===== config.mk =====
export PLATFORM = sky130hd
export DESIGN_NAME = wiper_motor_driver
export DESIGN_NICKNAME = d
export VERILOG_FILES = /design/src/rtl/wiper_motor_driver.sv
export SDC_FILE = /design/constraint.sdc
export NUM_CORES = 1
export LEC_CHECK = 0
export CORE_MARGIN = 3
export CORE_UTILIZATION = 40
export DETAILED_ROUTE_END_ITERATION = 7
export PLACE_DENSITY = 0.76
export SYNTH_ARGS = -nofsm -noshare
export SYNTH_HDL_FRONTEND = slang
export SYNTH_SLANG_ARGS = --single-unit

===== constraint.sdc =====
create_clock -name clk_2 -period 4.82 [get_ports clk_2]
set_input_delay 0.964 -clock clk_2 [delete_from_list [all_inputs] [get_ports clk_2]]
set_output_delay 0.964 -clock clk_2 [all_outputs]
set_load 0.05 [all_outputs]

===== src/rtl/wiper_motor_driver.sv =====
`default_nettype none
// ============================================================================
//  Module   : wiper_motor_driver
//  Purpose  : Actuator end of the wiper controller. It takes a 2-bit speed
//             command and sweeps a one-hot arm position out to the far end
//             and back again. The step rate depends on the latched speed.
//             When the command drops to off, the arm finishes its current
//             sweep and then parks at position 0.
//  Ports    : clk_2  - single clock, rising edge
//             reset  - asynchronous active-low reset
//             cmd    - speed command (0 off, 1 slow, 2/3 fast)
//             pos    - one-hot arm position, bit0 = park
//             dir    - 0 outward, 1 returning
//             parked - arm at bit0 with the motor idle
//             sweeps - completed out-and-back sweeps, wraps modulo 2^CNT_W
//  Revision : 1.0 - initial release
// ============================================================================
module wiper_motor_driver #(
    parameter int NPOS     = 7,
    parameter int SLOW_DIV = 4,
    parameter int FAST_DIV = 2,
    parameter int CNT_W    = 8
) (
    input  logic             clk_2,
    input  logic             reset,
    input  logic [1:0]       cmd,
    output logic [NPOS-1:0]  pos,
    output logic             dir,
    output logic             parked,
    output logic [CNT_W-1:0] sweeps
);

    // SLOW_DIV is the largest divider, so it sets the width of the tick counter.
    localparam int                TICK_W    = $clog2(SLOW_DIV);
    localparam logic [TICK_W-1:0] SLOW_LAST = TICK_W'(SLOW_DIV - 1);
    localparam logic [TICK_W-1:0] FAST_LAST = TICK_W'(FAST_DIV - 1);
    localparam logic [NPOS-1:0]   POS_PARK  = NPOS'(1);

    typedef enum logic [1:0] {
        ST_PARKED = 2'd0,
        ST_OUT    = 2'd1,
        ST_BACK   = 2'd2
    } state_t;

    state_t             state_q, state_d;
    logic [NPOS-1:0]    pos_q, pos_d;
    logic               dir_q, dir_d;
    logic               parked_q, parked_d;
    logic [CNT_W-1:0]   sweeps_q, sweeps_d;
    logic [TICK_W-1:0]  tick_q, tick_d;
    logic               spd_q, spd_d;      // 0 = slow, 1 = fast
    logic [TICK_W-1:0]  tick_last;
    logic               step;

    always_ff @(posedge clk_2 or negedge reset) begin
        if (!reset) begin
            state_q  <= ST_PARKED;
            pos_q    <= POS_PARK;
            dir_q    <= 1'b0;
            parked_q <= 1'b1;
            sweeps_q <= '0;
            tick_q   <= '0;
            spd_q    <= 1'b0;
        end else begin
            state_q  <= state_d;
            pos_q    <= pos_d;
            dir_q    <= dir_d;
            parked_q <= parked_d;
            sweeps_q <= sweeps_d;
            tick_q   <= tick_d;
            spd_q    <= spd_d;
        end
    end

    // The step rate comes from the speed latched at the last step edge, not
    // from the live command.
    assign tick_last = spd_q ? FAST_LAST : SLOW_LAST;
    assign step      = (state_q != ST_PARKED) && (tick_q == tick_last);

    always_comb begin
        state_d  = state_q;
        pos_d    = pos_q;
        dir_d    = dir_q;
        parked_d = parked_q;
        sweeps_d = sweeps_q;
        tick_d   = tick_q;
        spd_d    = spd_q;

        case (state_q)
            ST_PARKED: begin
                if (cmd != 2'd0) begin
                    state_d  = ST_OUT;
                    tick_d   = '0;
                    spd_d    = cmd[1];
                    parked_d = 1'b0;
                end
            end
            ST_OUT, ST_BACK: begin
                tick_d = tick_q + TICK_W'(1);
                if (step) begin
                    tick_d = '0;
                    // An off command keeps the previous speed until parked.
                    if (cmd != 2'd0) begin
                        spd_d = cmd[1];
                    end
                    if (state_q == ST_OUT) begin
                        pos_d = pos_q << 1;
                        if (pos_q[NPOS-2]) begin
                            dir_d   = 1'b1;
                            state_d = ST_BACK;
                        end
                    end else begin
                        pos_d = pos_q >> 1;
                        if (pos_q[1]) begin
                            sweeps_d = sweeps_q + CNT_W'(1);
                            dir_d    = 1'b0;
                            if (cmd == 2'd0) begin
                                state_d  = ST_PARKED;
                                parked_d = 1'b1;
                            end else begin
                                state_d  = ST_OUT;
                            end
                        end
                    end
                end
            end
            default: begin
                state_d  = ST_PARKED;
                pos_d    = POS_PARK;
                dir_d    = 1'b0;
                parked_d = 1'b1;
                tick_d   = '0;
            end
        endcase
    end

    assign pos    = pos_q;
    assign dir    = dir_q;
    assign parked = parked_q;
    assign sweeps = sweeps_q;

endmodule
`default_nettype wire

==> reports/metrics.yaml, run 1 <==
synth-xor-area-share_pct: 6.75
area_delta_synth_final_pct: 22.4
ctsLongestPathBuffers: 2
post_synth_instance_area_sq_mm: 0.00115
htree_num_levels: 1
ys_seq_elements: 22
tritoncts: "built"
synth_top_family_by_area: "simple AND/OR/NAND/NOR gates"
cts-hold-fix-buffers: 0
synthesized_area_fraction_occupied_by_ao_oa_aoi_and_oai_cells_pct: 14.7
peakVddDrop_v: 0.000319
yosysTopAreaCellShare_pct: 43.6
first_global_vias: 860
worst_path_max_delay_cell: "sky130_fd_sc_hd__clkdlybuf4s50_1"
global_route.overflow_total: 0
hold_path_depth: 1
slew_at_the_pin_with_the_worst_max_slew_slack_ns: 0.988
grt_setup_unrepaired: "no"
place_worst_setup_slack_ns: 2.48
cp.arrival_ns: 1.69
yosys.area_share.simple_pct: 14.9
worst_r2r_path_depth: 6
leakage_uw: 0.000595
numCtsBuffers: 3
worst_clock_skew_ns: 0.00287
initial_utilization_pct: 44.0
critical_path.endpoint_type: "output pin"
row_count: 18
grt_antenna_before_repair: 0
synth-edff-count: 0
synth_fp_nets: 111
place.gp.congestion: 0.733
synth.avg_cell_area_sq_um: 11.3
run_status: "completed"
most-common-layout-cells: "sky130_fd_sc_hd__dfrtp_1, sky130_fd_sc_hd__clkdlybuf4s50_1, sky130_fd_sc_hd__nand2_1"
layout_worst_path_cycle_share_pct: 55.0
syn_inst: 102
maxSlewViolCount: 0
drt_iter0_markers: 10
route.vias.total: 847
worstReg2RegEnd: "dir$_DFFE_PN0P_"
drv.max_cap_violation_count: 0
setup_violations: 0
core-area_sq_mm: 0.00261
hpwl_um: 1620
buffer_ports.inserted: 20
setup_total_negative_slack_ns: 0
post_drt_wl_per_cell_um: 14.0
routed_via_density: 5.50
insertion_delay_ns: 0.31
r2r_setup_slack_ns: 2.80
stdcell_count: 154
diodes: 0
yosys-top-cells-area: "sky130_fd_sc_hd__dfrtp_1, sky130_fd_sc_hd__ha_1, sky130_fd_sc_hd__o31ai_1, sky130_fd_sc_hd__dfstp_2, sky130_fd_sc_hd__nand2_1"
hold-path-endpoint: "sweeps[7]$_DFFE_PN0P_"
count_of_boundary_i_o_pins: 21
cpPeakStageDelay_ns: 0.81
synth_async_sr_flop_share_pct: 100
dominantRegCellSynth: "sky130_fd_sc_hd__dfrtp_1"
path_clk_slew_ns: 0.12
maxSlewHeadroom_pct: 33.9
post_synth_num_cell_types: 35
post-route-drc-count: 0
timing.critical_path.fanout_max: 3
timing.critical_path.buf_inv: 1
synth_fa_ha_area_share_pct: 5.45
synthMuxAreaShare_pct: 7.30
r2r-start: "state_q[1]$_DFFE_PN0P_"
drt-total-wl_um: 2160
crit_path_start_kind: "flip-flop"
die-height_um: 59.6
grt_first_pass_wirelength_um: 3760
grt_start_max_net_pins: 23
achievable-frequency_mhz: 377
critical-path-top-delay-family: "buffers and inverters"
synth_top_cell_by_area: "sky130_fd_sc_hd__dfrtp_1"
finalWorstPathRequiredPeriod_ns: 2.65
finalNetCount: 134
ys_seq_area_share_pct: 48.1
worst_ep_required_time_ns: 3.86
hold_start: "sweeps[7]$_DFFE_PN0P_"
first_pass_iters: 4
hold_class: "reg2reg"
layout_cell_share_with_drive_strength_beyond_1_pct: 12.9
synth_warnings: 0
power.density_mw_per_mm2: 586
clock-root-buffer: "sky130_fd_sc_hd__clkbuf_4"
clock_sinks: 22
postRouteAntennaNets: 0
post_cts.resized_instances: 0
crit_path_cells: "clkdlybuf4s50_1"
grt_util_all_layers_pct: 13.9
hold_violations: 0
worst_slack_ns: 2.17
path_class: "reg2out"
fp.dieArea_sq_mm: 0.00355
die_width_um: 59.6
dpl.cell_count: 150
postCtsSetupBuffers: 0
[synthesized netlist by cell type, drive strengths merged (2+ instances only)]
| cell | instances |
|---|---|
| nor3 | 3 |
| ha | 5 |
| a21oi | 2 |
| o21a | 2 |
| buf | 2 |
| nand4 | 3 |
| mux2 | 3 |
| nand2b | 2 |
| nor2 | 3 |
| nand2 | 14 |
| o21ai | 4 |
| mux2i | 5 |
| nand3b | 2 |
| inv | 4 |
| dfstp | 2 |
| o31ai | 8 |
| dfrtp | 20 |
| xnor2 | 7 |
[worst max path at each step]
stage	startpoint	endpoint	slack (ns)	cells after the start
finish	pos[0]$_DFFE_PN1P_	pos[0]	2.17	1
global route	pos[0]$_DFFE_PN1P_	pos[0]	2.10	1
CTS	pos[0]$_DFFE_PN1P_	pos[0]	2.14	1
detailed placement	cmd[1]	state_q[0]$_DFFE_PN0P_	2.48	4
global placement	cmd[1]	state_q[0]$_DFFE_PN0P_	2.52	4
floorplan	cmd[1]	state_q[0]$_DFFE_PN0P_	3.05	3
[logic make-up after synthesis]
group	after synthesis
multiplexers	8
buffers and inverters	6
XOR/XNOR	8
adder cells (fa/ha/maj)	5
flip-flops	22
AO/OA/AOI/OAI	23
AND/OR/NAND/NOR	30
[where the power goes]
group	leakage [uW]	switching [uW]	internal [uW]	total [uW]
sequential	0.000292	40.8	230	270
combinational	0.000282	283	168	452
clock	0.0000210	55.3	46.2	102
total	0.000595	379	444	823
[layout make-up]
class / instances / area [sq um]
flip-flops and latches: 22 / 553
repair buffers: 20 / 200
fillers: 233 / 1210
inverters: 4 / 15.0
multi-input cells: 74 / 564
well taps: 30 / 37.5
clock buffers: 4 / 36.3
[flip-flops by register name, summed over array words and instances, names as in the netlist]
signal / count
spd_q: 1
tick_q: 2
state_q: 2
dir: 1
sweeps: 8
pos: 7
parked: 1
[through the flow]
step / util, % / power, uW / cell area, sq um / hold slack (ns)
2_1_floorplan: - / 636 / 1150 / 0.504
3_3_place_gp: 52.4 / 710 / 1370 / 0.462
3_5_place_dp: 52.4 / 727 / 1370 / 0.482
4_1_cts: 53.8 / 834 / 1410 / 0.500
5_1_grt: 53.8 / 889 / 1410 / 0.527
6_report: 53.8 / 823 / 1410 / 0.487
[per-layer routing]
metal  share of wire [%]  GRT usage [%]
met1                  47           17.6
met5                   0              0
met4                 2.0           5.70
met2                  47           23.1
met3                 3.8           2.61
(Power assumes the default switching activity.)
==> inputs of run 2 (changes only) <==
--- a/config.mk
+++ b/config.mk
@@ -8,7 +8,7 @@
 export CORE_MARGIN = 3
 export CORE_UTILIZATION = 40
 export DETAILED_ROUTE_END_ITERATION = 7
-export PLACE_DENSITY = 0.76
+export PLACE_DENSITY = 0.78
 export SYNTH_ARGS = -nofsm -noshare
 export SYNTH_HDL_FRONTEND = slang
 export SYNTH_SLANG_ARGS = --single-unit
==> constraint.sdc (replaced) <==
create_clock -name clk_2 -period 2.26 [get_ports clk_2]
set_input_delay 0.452 -clock clk_2 [delete_from_list [all_inputs] [get_ports clk_2]]
set_output_delay 0.452 -clock clk_2 [all_outputs]
set_load 0.05 [all_outputs]
==> reports/metrics.yaml, run 2 (synthesis gave the netlist of run 1 again) <==
tritoncts: "built"
multi_input_gate_area_sq_um: 564  # unchanged
postLayoutCellArea_sq_mm: 0.00144  # +2.2%
post_drt_wl_per_cell_um: 14.7  # +5.2%
final.fill_count: 230  # -1.3%
r2r-start: "state_q[0]$_DFFE_PN0P_"
timing.critical_path.buf_inv: 1  # unchanged
finalWorstPathRequiredPeriod_ns: 2.14
numCtsBuffers: 3  # unchanged
crit_path_cells: "clkdlybuf4s50_1"
drt-total-wl_um: 2300  # +6.6%
launch_point_of_the_worst_path: "pos[0]$_DFFE_PN1P_"
placed_area_sq_mm: 0.00139  # +1.1%
critical-path-top-delay-family: "buffers and inverters"
insertion_delay_ns: 0.31  # about the same
die-height_um: 59.6  # unchanged
setup_violations: 0  # unchanged
clock-root-buffer: "sky130_fd_sc_hd__clkbuf_4"
hold_violations: 0  # unchanged
maxSlewViolCount: 0  # unchanged
grt_util_all_layers_pct: 14.8  # +0.86 points
stdcell_count: 156  # +1.3%
fp.dieArea_sq_mm: 0.00355  # unchanged
die_width_um: 59.6  # unchanged
hpwl_um: 1720  # +6.2%
power.density_mw_per_mm2: 1310  # +120%
postCtsSetupBuffers: 0  # unchanged
path_class: "reg2out"
peakVddDrop_v: 0.00115  # +260%
finalNetCount: 136  # +1.5%
grt_setup_unrepaired: "no"
ff_latch_area_sq_um: 553  # unchanged
timing.critical_path.fanout_max: 3  # unchanged
drv.max_cap_violation_count: 0  # unchanged
post-route-drc-count: 0  # unchanged
area_delta_synth_final_pct: 25.2
postRouteAntennaNets: 0  # unchanged
worst_clock_skew_ns: 0.00542  # +0.00254 ns
route.vias.total: 858  # +1.3%
maxSlewHeadroom_pct: 66.3  # +32 points
most-common-layout-cells: "sky130_fd_sc_hd__dfrtp_1, sky130_fd_sc_hd__clkdlybuf4s50_1, sky130_fd_sc_hd__nand2_1"
grt_start_max_net_pins: 23  # unchanged
htree_num_levels: 1  # unchanged
layout_cell_share_with_drive_strength_beyond_1_pct: 14.3  # +1.4 points
achievable-frequency_mhz: 468
critical_path.endpoint_type: "output pin"
ctsLongestPathBuffers: 2  # unchanged
hold-worst-slack_ns: 0.468  # -0.0182 ns
clock_sinks: 22  # unchanged
slew_at_the_pin_with_the_worst_max_slew_slack_ns: 0.505  # -0.484 ns
grt_first_pass_wirelength_um: 4060  # +7.9%
path_clk_slew_ns: 0.13  # about the same
initial_utilization_pct: 44.0  # unchanged
hold_class: "in2async"
drt_iter0_markers: 12  # +2
cts-hold-fix-buffers: 0  # unchanged
cpPeakStageDelay_ns: 0.80  # about the same
row_count: 18  # unchanged
grt_antenna_before_repair: 0  # unchanged
routed_via_density: 5.50  # unchanged
leakage_uw: 0.000611  # +2.8%
dpl.cell_count: 152  # +1.3%
worst_path_max_delay_cell: "sky130_fd_sc_hd__clkdlybuf4s50_1"
largest_register_ffs: 8  # unchanged
count_of_boundary_i_o_pins: 21  # unchanged
place.gp.congestion: 0.774  # +5.7%
crit_path_start_kind: "flip-flop"
core-area_sq_mm: 0.00261  # unchanged
diodes: 0  # unchanged
first_global_vias: 896  # +4.2%
cp.arrival_ns: 1.68  # about the same
run_status: "completed"
buffer_ports.inserted: 20  # unchanged
layout_worst_path_cycle_share_pct: 94.5
global_route.overflow_total: 0  # unchanged
first_pass_iters: 4  # unchanged
setup_total_negative_slack_ns: 0  # unchanged
worst_ep_required_time_ns: 1.81  # -2.05 ns
post_cts.resized_instances: 0  # unchanged
run 2: through the flow:
stage	utilization, %	worst slack [ns]	power, uW
3_3_place_gp	53.0	0.396	1540
5_1_grt	55.0	0.0718	2020
2_1_floorplan	-	0.538	1360
3_5_place_dp	53.0	0.371	1590
6_report	55.0	0.124	1880
4_1_cts	55.0	0.0971	1910
run 2: layout make-up:
class | count | share of cell area (%)
tap | 30 | 2.61
inverter | 4 | 1.04
clock buffer | 3 | 1.57
clock inverter | 1 | 2.09
sequential | 22 | 38.5
timing repair buffer | 22 | 15.0
multi-input combinational | 74 | 39.3
run 2: final timing paths:
path,to,slack (ns),cells past startpoint
worst min register to register,sweeps[7]$_DFFE_PN0P_,0.48,1
worst max-delay path,pos[0],0.12,1
worst max register to register,sweeps[7]$_DFFE_PN0P_,0.35,6
min in group clk_2,sweeps[7]$_DFFE_PN0P_,0.48,1
worst min-delay path,pos[1]$_DFFE_PN0P_,0.47,2
max in group asynchronous,parked$_DFFE_PN1P_,1.52,2
run 2: power by group:
| group | leakage, uW | switching, uW | internal, uW | total [uW] |
|---|---|---|---|---|
| Sequential | 0.000292 | 90.8 | 490 | 580 |
| Combinational | 0.000291 | 617 | 383 | 1000 |
| Clock | 0.0000279 | 123 | 179 | 302 |
| Total | 0.000611 | 831 | 1050 | 1880 |
run 2: metal layers:
layer	vias up	part of all wire (%)	GRT usage, %
li1	413	-	-
met1	428	46	17.8
met2	15	50	26.7
met3	2	3.6	4.36
met4	0	0.30	1.58
met5	-	0	0
==> inputs of run 3 (changes only) <==
==> constraint.sdc (replaced) <==
create_clock -name clk_2 -period 2.26 [get_ports clk_2]
set_input_delay 0.339 -clock clk_2 [delete_from_list [all_inputs] [get_ports clk_2]]
set_output_delay 0.339 -clock clk_2 [all_outputs]
set_load 0.05 [all_outputs]
==> reports/metrics.yaml, run 3 (synthesis gave the netlist of run 1 again) <==
run_status: "completed"
post-route-drc-count: 0  # unchanged
worst_slack_ns: 0.230  # +0.106 ns
die_width_um: 59.6  # unchanged
htree_num_levels: 1  # unchanged
ctsLongestPathBuffers: 2  # unchanged
peakVddDrop_v: 0.000928  # -19%
r2r-start: "state_q[1]$_DFFE_PN0P_"
finalWorstPathRequiredPeriod_ns: 2.03  # -0.106 ns
postLayoutCellArea_sq_mm: 0.00144  # unchanged
grt_antenna_before_repair: 0  # unchanged
core-area_sq_mm: 0.00261  # unchanged
worst_clock_skew_ns: 0.00705  # +0.00163 ns
layout_worst_path_cycle_share_pct: 89.8  # -4.7 points
path_clk_slew_ns: 0.13  # about the same
hold_class: "in2async"
hold-worst-slack_ns: 0.371  # -0.0974 ns
drt_iter0_markers: 33  # +21
count_of_boundary_i_o_pins: 21  # unchanged
stdcell_count: 156  # unchanged
post_drt_wl_per_cell_um: 14.5  # -1.8%
grt_setup_unrepaired: "no"
r2r_setup_slack_ns: 0.38  # +0.03 ns
tritoncts: "built"
power.density_mw_per_mm2: 1300  # -0.66%
grt_start_max_net_pins: 18  # -22%
achievable-frequency_mhz: 493  # +5.2%
launch_point_of_the_worst_path: "pos[0]$_DFFE_PN1P_"
first_global_vias: 870  # -2.9%
area_delta_synth_final_pct: 25.2  # unchanged
grt_util_all_layers_pct: 15.1  # +0.34 points
place.gp.congestion: 0.768  # -0.76%
diodes: 0  # unchanged
global_route.overflow_total: 0  # unchanged
leakage_uw: 0.000611  # unchanged
postRouteAntennaNets: 0  # unchanged
first_pass_iters: 4  # unchanged
critical_path.endpoint_type: "output pin"
most-common-layout-cells: "sky130_fd_sc_hd__dfrtp_1, sky130_fd_sc_hd__clkdlybuf4s50_1, sky130_fd_sc_hd__nand2_1"
crit_path_start_kind: "flip-flop"
insertion_delay_ns: 0.31  # about the same
initial_utilization_pct: 44.0  # unchanged
routed_via_density: 5.39  # -2.0%
worst_path_max_delay_cell: "sky130_fd_sc_hd__clkdlybuf4s50_1"
setup_violations: 0  # unchanged
worst_r2r_path_depth: 6  # unchanged
post_cts.resized_instances: 0  # unchanged
die-height_um: 59.6  # unchanged
path_class: "reg2out"
numCtsBuffers: 3  # unchanged
cp.arrival_ns: 1.69  # about the same
hpwl_um: 1800  # +4.4%
worst_ep_required_time_ns: 1.92  # +0.11 ns
place_worst_setup_slack_ns: 0.381  # +0.00988 ns
buffer_ports.inserted: 20  # unchanged
crit_path_cells: "clkdlybuf4s50_1"
clock-root-buffer: "sky130_fd_sc_hd__clkbuf_4"
row_count: 18  # unchanged
timing.critical_path.fanout_max: 3  # unchanged
finalNetCount: 136  # unchanged
hold_violations: 0  # unchanged
cts-hold-fix-buffers: 0  # unchanged
postCtsSetupBuffers: 0  # unchanged
drt-total-wl_um: 2260  # -1.8%
placed_area_sq_mm: 0.00139  # unchanged
largest_register_ffs: 8  # unchanged
layout_cell_share_with_drive_strength_beyond_1_pct: 14.3  # unchanged
fp.dieArea_sq_mm: 0.00355  # unchanged
cpPeakStageDelay_ns: 0.81  # about the same
timing.critical_path.buf_inv: 1  # unchanged
setup_total_negative_slack_ns: 0  # unchanged
drv.max_cap_violation_count: 0  # unchanged
grt_first_pass_wirelength_um: 4070  # +0.35%
route.vias.total: 841  # -2.0%
clock_sinks: 22  # unchanged
maxSlewHeadroom_pct: 61.9  # -4.3 points
slew_at_the_pin_with_the_worst_max_slew_slack_ns: 0.569  # +0.0650 ns
worstReg2RegEnd: "sweeps[7]$_DFFE_PN0P_"
critical-path-top-delay-family: "buffers and inverters"
dpl.cell_count: 152  # unchanged
maxSlewViolCount: 0  # unchanged
[run 3: worst max path at each step]
stage / to / slack (ns) / cells past startpoint
after global placement: sweeps[7]$_DFFE_PN0P_ / 0.45 / 6
after CTS: pos[0] / 0.21 / 1
after detailed placement: sweeps[7]$_DFFE_PN0P_ / 0.38 / 6
after floorplan: sweeps[7]$_DFFE_PN0P_ / 0.54 / 6
final: pos[0] / 0.23 / 1
after global routing: pos[0] / 0.18 / 1
[run 3: layout make-up]
cell class / instances / area, sq um
Clock buffer: 3 / 22.5
Clock inverter: 1 / 30.0
Fill cell: 235 / 1170
Inverter: 4 / 15.0
Multi-Input combinational cell: 74 / 564
Sequential cell: 22 / 553
Tap cell: 30 / 37.5
Timing Repair Buffer: 22 / 215
[run 3: routing by layer]
| layer | share of wire (%) | up-vias | global-route usage (%) | routed length (um) |
|---|---|---|---|---|
| met2 | 48 | 17 | 23.4 | 1080 |
| met3 | 4.0 | 4 | 4.58 | 90 |
| met4 | 0.93 | 0 | 3.80 | 21 |
| met5 | 0 | - | 0 | 0 |
| li1 | - | 416 | - | - |
| met1 | 47 | 404 | 20.6 | 1060 |
[run 3: metrics by stage]
step                util, %  power [uW]
detailed placement     53.0        1580
global placement       53.0        1540
CTS                    55.0        1890
floorplan                 -        1360
global route           55.0        2020
finish                 55.0        1870
[run 3: where the power goes]
group / switching [uW] / total [uW] / internal [uW]
combinational: 611 / 993 / 383
clock: 123 / 302 / 179
sequential: 85.5 / 575 / 490
